===== src/rtl/dram_arbiter.sv =====
// Round-robin arbiter sharing one single-port DRAM among four cores; one transaction at a time.
// Latency 3+RD_LAT cycles from request seen in IDLE to ack; cores hold their request until acked.
module dram_arbiter #(
   parameter int ADDR_W = 16,
   parameter int DATA_W = 8,
   parameter int RD_LAT = 1
) (
   input  logic                  i_clk,
   input  logic                  i_rst_n,
   input  logic [3:0]            i_req,
   input  logic [3:0]            i_we,
   input  logic [4*ADDR_W-1:0]   i_addr,
   input  logic [4*DATA_W-1:0]   i_wdata,
   output logic [4*DATA_W-1:0]   o_rdata,
   output logic [3:0]            o_ack,
   output logic [3:0]            o_grant,
   output logic [ADDR_W-1:0]     o_mem_addr,
   output logic [DATA_W-1:0]     o_mem_data,
   output logic                  o_mem_rden,
   output logic                  o_mem_wren,
   input  logic [DATA_W-1:0]     i_mem_q
);

   localparam logic [1:0] S_IDLE  = 2'd0;
   localparam logic [1:0] S_ISSUE = 2'd1;
   localparam logic [1:0] S_WAIT  = 2'd2;
   localparam logic [1:0] S_ACK   = 2'd3;

   localparam logic [1:0] WAIT_LAST = 2'(RD_LAT - 1);

   logic [1:0] state;
   logic [1:0] last_grant;
   logic [1:0] gidx;
   logic       we_l;
   logic [1:0] wait_cnt;

   logic       pick_vld;
   logic [1:0] pick_idx;
   logic [1:0] cand;

   // Scan offsets high to low so the requester closest after last_grant wins.
   always_comb begin
      pick_vld = 1'b0;
      pick_idx = 2'd0;
      cand     = 2'd0;
      for (int i = 3; i >= 0; i--) begin
         cand = last_grant + 2'(i + 1);
         if (i_req[cand]) begin
            pick_vld = 1'b1;
            pick_idx = cand;
         end
      end
   end

   always_ff @(posedge i_clk or negedge i_rst_n) begin
      if (!i_rst_n) begin
         state      <= S_IDLE;
         last_grant <= 2'd3;
         gidx       <= 2'd0;
         we_l       <= 1'b0;
         wait_cnt   <= 2'd0;
         o_rdata    <= '0;
         o_ack      <= '0;
         o_grant    <= '0;
         o_mem_addr <= '0;
         o_mem_data <= '0;
         o_mem_rden <= 1'b0;
         o_mem_wren <= 1'b0;
      end else begin
         case (state)
            S_IDLE: begin
               if (pick_vld) begin
                  gidx       <= pick_idx;
                  last_grant <= pick_idx;
                  o_grant    <= 4'b0001 << pick_idx;
                  we_l       <= i_we[pick_idx];
                  o_mem_addr <= i_addr[pick_idx*ADDR_W +: ADDR_W];
                  o_mem_rden <= !i_we[pick_idx];
                  o_mem_wren <= i_we[pick_idx];
                  if (i_we[pick_idx]) begin
                     o_mem_data <= i_wdata[pick_idx*DATA_W +: DATA_W];
                  end
                  state <= S_ISSUE;
               end
            end
            S_ISSUE: begin
               o_mem_rden <= 1'b0;
               o_mem_wren <= 1'b0;
               wait_cnt   <= 2'd0;
               state      <= S_WAIT;
            end
            S_WAIT: begin
               if (wait_cnt == WAIT_LAST) begin
                  if (!we_l) begin
                     o_rdata[gidx*DATA_W +: DATA_W] <= i_mem_q;
                  end
                  o_ack <= o_grant;
                  state <= S_ACK;
               end else begin
                  wait_cnt <= wait_cnt + 2'd1;
               end
            end
            default: begin
               o_ack   <= '0;
               o_grant <= '0;
               state   <= S_IDLE;
            end
         endcase
      end
   end

endmodule


===== config.mk =====
export PLATFORM = sky130hd
export DESIGN_NAME = dram_arbiter
export DESIGN_NICKNAME = d
export VERILOG_FILES = /design/src/rtl/dram_arbiter.sv
export SDC_FILE = /design/constraint.sdc
export NUM_CORES = 1
export LEC_CHECK = 0
export CAP_MARGIN = 20
export CORE_AREA = 2 2 105 107
export CTS_CLUSTER_SIZE = 40
export DETAILED_ROUTE_END_ITERATION = 16
export DIE_AREA = 0 0 107 109
export PLACE_DENSITY_LB_ADDON = 0.05
export SYNTH_ARGS = -nofsm -noshare
export SYNTH_HDL_FRONTEND = slang
export SYNTH_SLANG_ARGS = --single-unit
export TNS_END_PERCENT = 20

===== constraint.sdc =====
create_clock -name i_clk -period 2.35 [get_ports i_clk]
set_input_delay 0.235 -clock i_clk [delete_from_list [all_inputs] [get_ports i_clk]]
set_output_delay 0.235 -clock i_clk [all_outputs]
set_load 0.05 [all_outputs]

After elaboration in Yosys (flattened, before gate mapping)
Cells that the tools add are included.
- add/subtract/negate cells: 5
- multipliers: 0
- div/mod/pow operators: 0
- order comparisons: 5
- equality and inequality tests: 5
- shifts and indexed selects: 5
- muxes and demuxes: 32
- bitwise logic cells: 3
- reductions and logical operators: 15
- operators with widths (operator ; count):
    64-bit by 7-bit variable part select with 16-bit output ; 1
    5-bit negation with 34-bit output ; 1
    8-bit by 34-bit variable shift with 32-bit output, first input constant ; 1
    8-bit by 34-bit variable part select with 32-bit output ; 1
    32-bit bitwise mux ; 1
    32-bit by 6-bit variable part select with 8-bit output ; 1
    4-bit one-hot mux with 2 select lines ; 2
    2-bit by 3-bit < comparator with 1-bit output, second input constant ; 5
    2-bit two-way mux ; 7
    2-bit AND reduction ; 6
    1-bit two-way mux ; 11
    1-bit binary-select mux with 2-bit select ; 5
    4-bit two-way mux ; 2
    2-bit inequality test, second input constant ; 3
    2-bit one-hot mux with 3 select lines ; 1
    3-bit AND reduction ; 2
    2-bit by 1-bit adder with 2-bit output, second input constant ; 2
    2-bit adder, second input constant ; 2
    2-bit logical NOT ; 2
    1-bit one-hot mux with 2 select lines ; 2
    2-bit one-hot mux with 2 select lines ; 1
    2-bit nonzero test ; 2
    2-bit OR reduction ; 2
    1-bit by 2-bit left shift with 4-bit output, first input constant ; 1
    4 further kinds ; 6
- bits in registers: 75
- latch bits: 0
- bits in writable memories: 0
- ROM bits: 0
- input bits: 114
- output and inout bits: 66
- word-level logic and storage cells: 82
- memories: 0

Longest topological paths before layout
- depth after elaboration: 11
- gate-level depth with buffers: 10
- gate-level depth less buffers: 7

Least setup slack after synthesis
OpenSTA, ideal clock, no wires.
- path type: reg2reg
- start: register last_grant[1]
- end: register o_mem_data[3]
- setup time: 0.125 ns
- arrival: 2.033 ns
- data required time: 2.225 ns
- setup slack: 0.192 ns
- stages on the path, launching flop included: 9
- buffers on the path: 3
- period minus slack after synthesis: 2.158 ns
- cell sequence: dfstp_2 -> buf_2 -> nand2_1 -> a21oi_1 -> o221a_1 -> buf_6 -> buf_6 -> mux4_2 -> mux2_2
- word-level cells in the longest chain between the ends: 9
- elaborated cells on any way between the ends: 23
- those cells by class: add/sub (3); shift (1); mux (18); reduce/logical (1)
- ends and longest elaborated chain (what ; line ; source):
    start: declaration ; 32 ; logic [1:0] last_grant;
    start signal: assignment ; 74 ; last_grant <= pick_idx;
    parallel branches: the longest is 9 deep, another holds 2-bit adder ; - ;
    end signal: assignment ; 81 ; o_mem_data <= i_wdata[pick_idx*DATA_W +: DATA_W];
    end: declaration ; 18 ; output logic [DATA_W-1:0] o_mem_data,
Several ways; the timed one is not identified. The select of a mux whose other input is x is not followed.
A chain may end at the register's enable or synchronous reset.

Final worst setup path
- start: register last_grant[1]
- end: register o_mem_data[5]
The elaborated chain is that of the path after synthesis.

==> results.md <==
* Outcome: complete, no violations
* Layout Nets at 701
* Worst Skew at 0.0140 ns
* Die area at 11700 sq um
* Multi-input logic area at 1870 sq um
* Number of buffers inserted by hold repair at cts at 1
* Syn Nets at 510
* Most frequent cell after synthesis: nand2_1
* GR Util All Layers at 19.0%
* Yosys cell types at 35
* Via count at 3516
* Post-synthesis sequential element count at 75
* Compound-gate portion of the synthesized area at 15.9%
* Initial drt markers at 53
* Clock slew at reported path FFs at 0.09 ns
* CTS HTree Levels at 3
* Multiplexer share of the synthesized area at 16.5%
* Worst path arrival time at 2.40 ns
* Synth Cell Area at 3890 sq um
* Top-area cell type share of the netlist area at 46.9%
* Skew-Pair Late Insertion Delay at 0.35 ns
* Rel. slew slack at 59.5%
* # port buffers at 179
* RePlAce Congestion at 0.775
* Pwr/cell area at 1380 nW/um^2
* Final TNS setup at 0 ns
* Postcts setup bufs at 0
* Top_reg_cell synth: dfrtp_1
* Fillers at 968
* Area of the core at 10600 sq um
* Kind of critical path: reg2reg
* Tcrit/Tclk final at 92.1%
* VDD IR max at 622 uV
* Die width at 107 um
* CTS buffer count at 9
* Max FO, Critical Path at 7
* Max cap viols at 0
* First-pass GRT wire length at 17200 um
* Top post-synthesis cells by area: dfrtp_1, mux2i_1, nand2_1
* F_max at 462 MHz
* Power Total at 8.48 mW
* Post-Syn Instances at 387
* Synth top cells by count: nand2_1, dfrtp_1, o21ai_0
* Hpwl dp at 8320 um
* LEAKAGE at 2.72 nW
* FF+latch area at 1880 sq um
* Remaining antenna violation count after routing at 0
* Gr ovfl total at 0
* Final Max Slew Viols at 0
* Setup violators final at 0
* Data required, critical path at 2.58 ns
* Initial Util at 36.7%
* RSZ-0062 raised after global routing: no
* Via density at 4.86
* Core Rows at 38
* Post_cts resized at 0
* Synth Area in XOR/XNOR at 0%
* Clk buf depth at 2
* Yosys Warn Count at 0
* Worst Max-Slew Pin Slew at 0.605 ns
* Clock root buffer master: clkbuf_8
* Main combinational cell family by area after synthesis: multiplexers
* Post-Synth Simple-Gate Area at 12.4%
* Number of synthesized flops with an enable pin at 0
* DR WL/cell at 14.8 um
* Post-route minimum period at 2.17 ns
* Drt first pass iters at 4
* Worst min path class: in2async
* Share of cells above drive strength 1 at 10.3%
* Vias in the first global route at 3542
* Cells after DPL at 706
* Diodes inserted at 0
* Routed WL at 10700 um
* # clock sinks at 75
* Seq/Total Area, Yosys at 48.3%
* Initial antenna violation count at 0
* Final Hold Fails at 0
* Crit. End Element: register
* Post-synth ARST share at 100%
* Area grow syn2layout at 58.4%
* I/O pins at 180
* DR DRC count at 0
* Area leader, netlist: dfrtp_1
* Die Ht at 109 um
* Non-Filler Instances at 723
* Area share of fa/ha/maj cells after synthesis at 2.89%
* CTS tree: yes
* Largest net degree at the start of global routing at 46
* Mapped Avg Cell Area at 10.1 sq um
* Startpoint Class: register
-- sequential cells by signal, summed over array words and instances, names as in the netlist, 2 cells and up --
name and flops:
wait_cnt 2, o_mem_addr 16, o_ack 4, o_grant 4, state 2, gidx 2, o_mem_data 8, last_grant 2
o_rdata 32
-- report_power, final --
part | total (mW) | internal [mW] | leakage, nW | switching (mW)
logic | 5.26 | 2.06 | 1.67 | 3.20
registers | 2.21 | 1.86 | 0.956 | 0.349
clock network | 1.02 | 0.498 | 0.0962 | 0.519
-- logic make-up after synthesis --
logic type                 count (synthesis)
AOI/OAI and AO/OA                        101
adders and majority gates                  9
buffers and inverters                     33
DFF                                       75
muxes                                     53
and+or+nand+nor                          116
-- metal layers --
| layer | vias up | global-route usage, % | routed length [um] |
|---|---|---|---|
| li1 | 1746 | - | - |
| met1 | 1639 | 23.0 | 4510 |
| met2 | 121 | 32.4 | 5230 |
| met3 | 10 | 6.28 | 830 |
| met4 | 0 | 5.38 | 115 |
| met5 | - | 0 | 0 |
-- cell usage in the layout (no fill, tap or decap), types with 2 or more instances in the layout --
master,count
mux4_2,8
nor2_1,9
a21oi_1,9
buf_4,20
clkdlybuf4s50_1,178
a32o_1,2
o21ai_0,46
buf_12,3
dfrtp_1,73
nand2_1,89
o22a_1,2
mux2_2,9
dfstp_2,2
o22ai_1,16
ha_1,9
inv_1,11
clkinvlp_4,2
a22o_1,6
nor2b_1,2
inv_6,2
mux2i_1,36
clkbuf_8,9
and3_1,2
nand3_1,4
nor3b_1,3
a21o_1,16
-- metrics by stage --
stage               cell area (sq um)  setup WS [ns]  utilization, %  hold slack (ns)
finish                           6160          0.185            58.1            0.364
global route                     6160         0.0758            58.1            0.384
CTS                              6160          0.170            58.1            0.374
detailed placement               5950         -0.117            56.2            0.204
global placement                 5950        -0.0506            56.2            0.199
floorplan                        3890          0.192               -          -0.0606
-- area by class of cell --
class                      instances  area share, %
clock inverter                     7           1.24
multi-input combinational        279           30.3
sequential                        75           30.5
timing repair buffer             202           32.5
tap                              140           2.84
clock buffer                       9           2.01
inverter                          11          0.670
-- worst paths after layout --
| path | start | to | slack [ns] | cells past startpoint |
|---|---|---|---|---|
| max | last_grant[1] | o_mem_data[5] | 0.18 | 5 |
| max in group asynchronous | i_rst_n | o_mem_data[3] | 1.40 | 3 |
| min | i_rst_n | o_rdata[23] | 0.36 | 2 |
| min in group i_clk | wait_cnt[0] | wait_cnt[0] | 0.47 | 1 |
| max reg2reg | last_grant[1] | o_mem_data[5] | 0.18 | 5 |
| min reg2reg | wait_cnt[0] | wait_cnt[0] | 0.47 | 1 |
-- worst max-delay path, stage by stage (launching register included) --
cell and delay [ns]:
dfstp_2 0.60, mux2i_1 0.25, o221a_4 0.30, buf_12 0.15, mux4_2 0.49, mux2_2 0.27
Power figures use the tool's default switching activity.
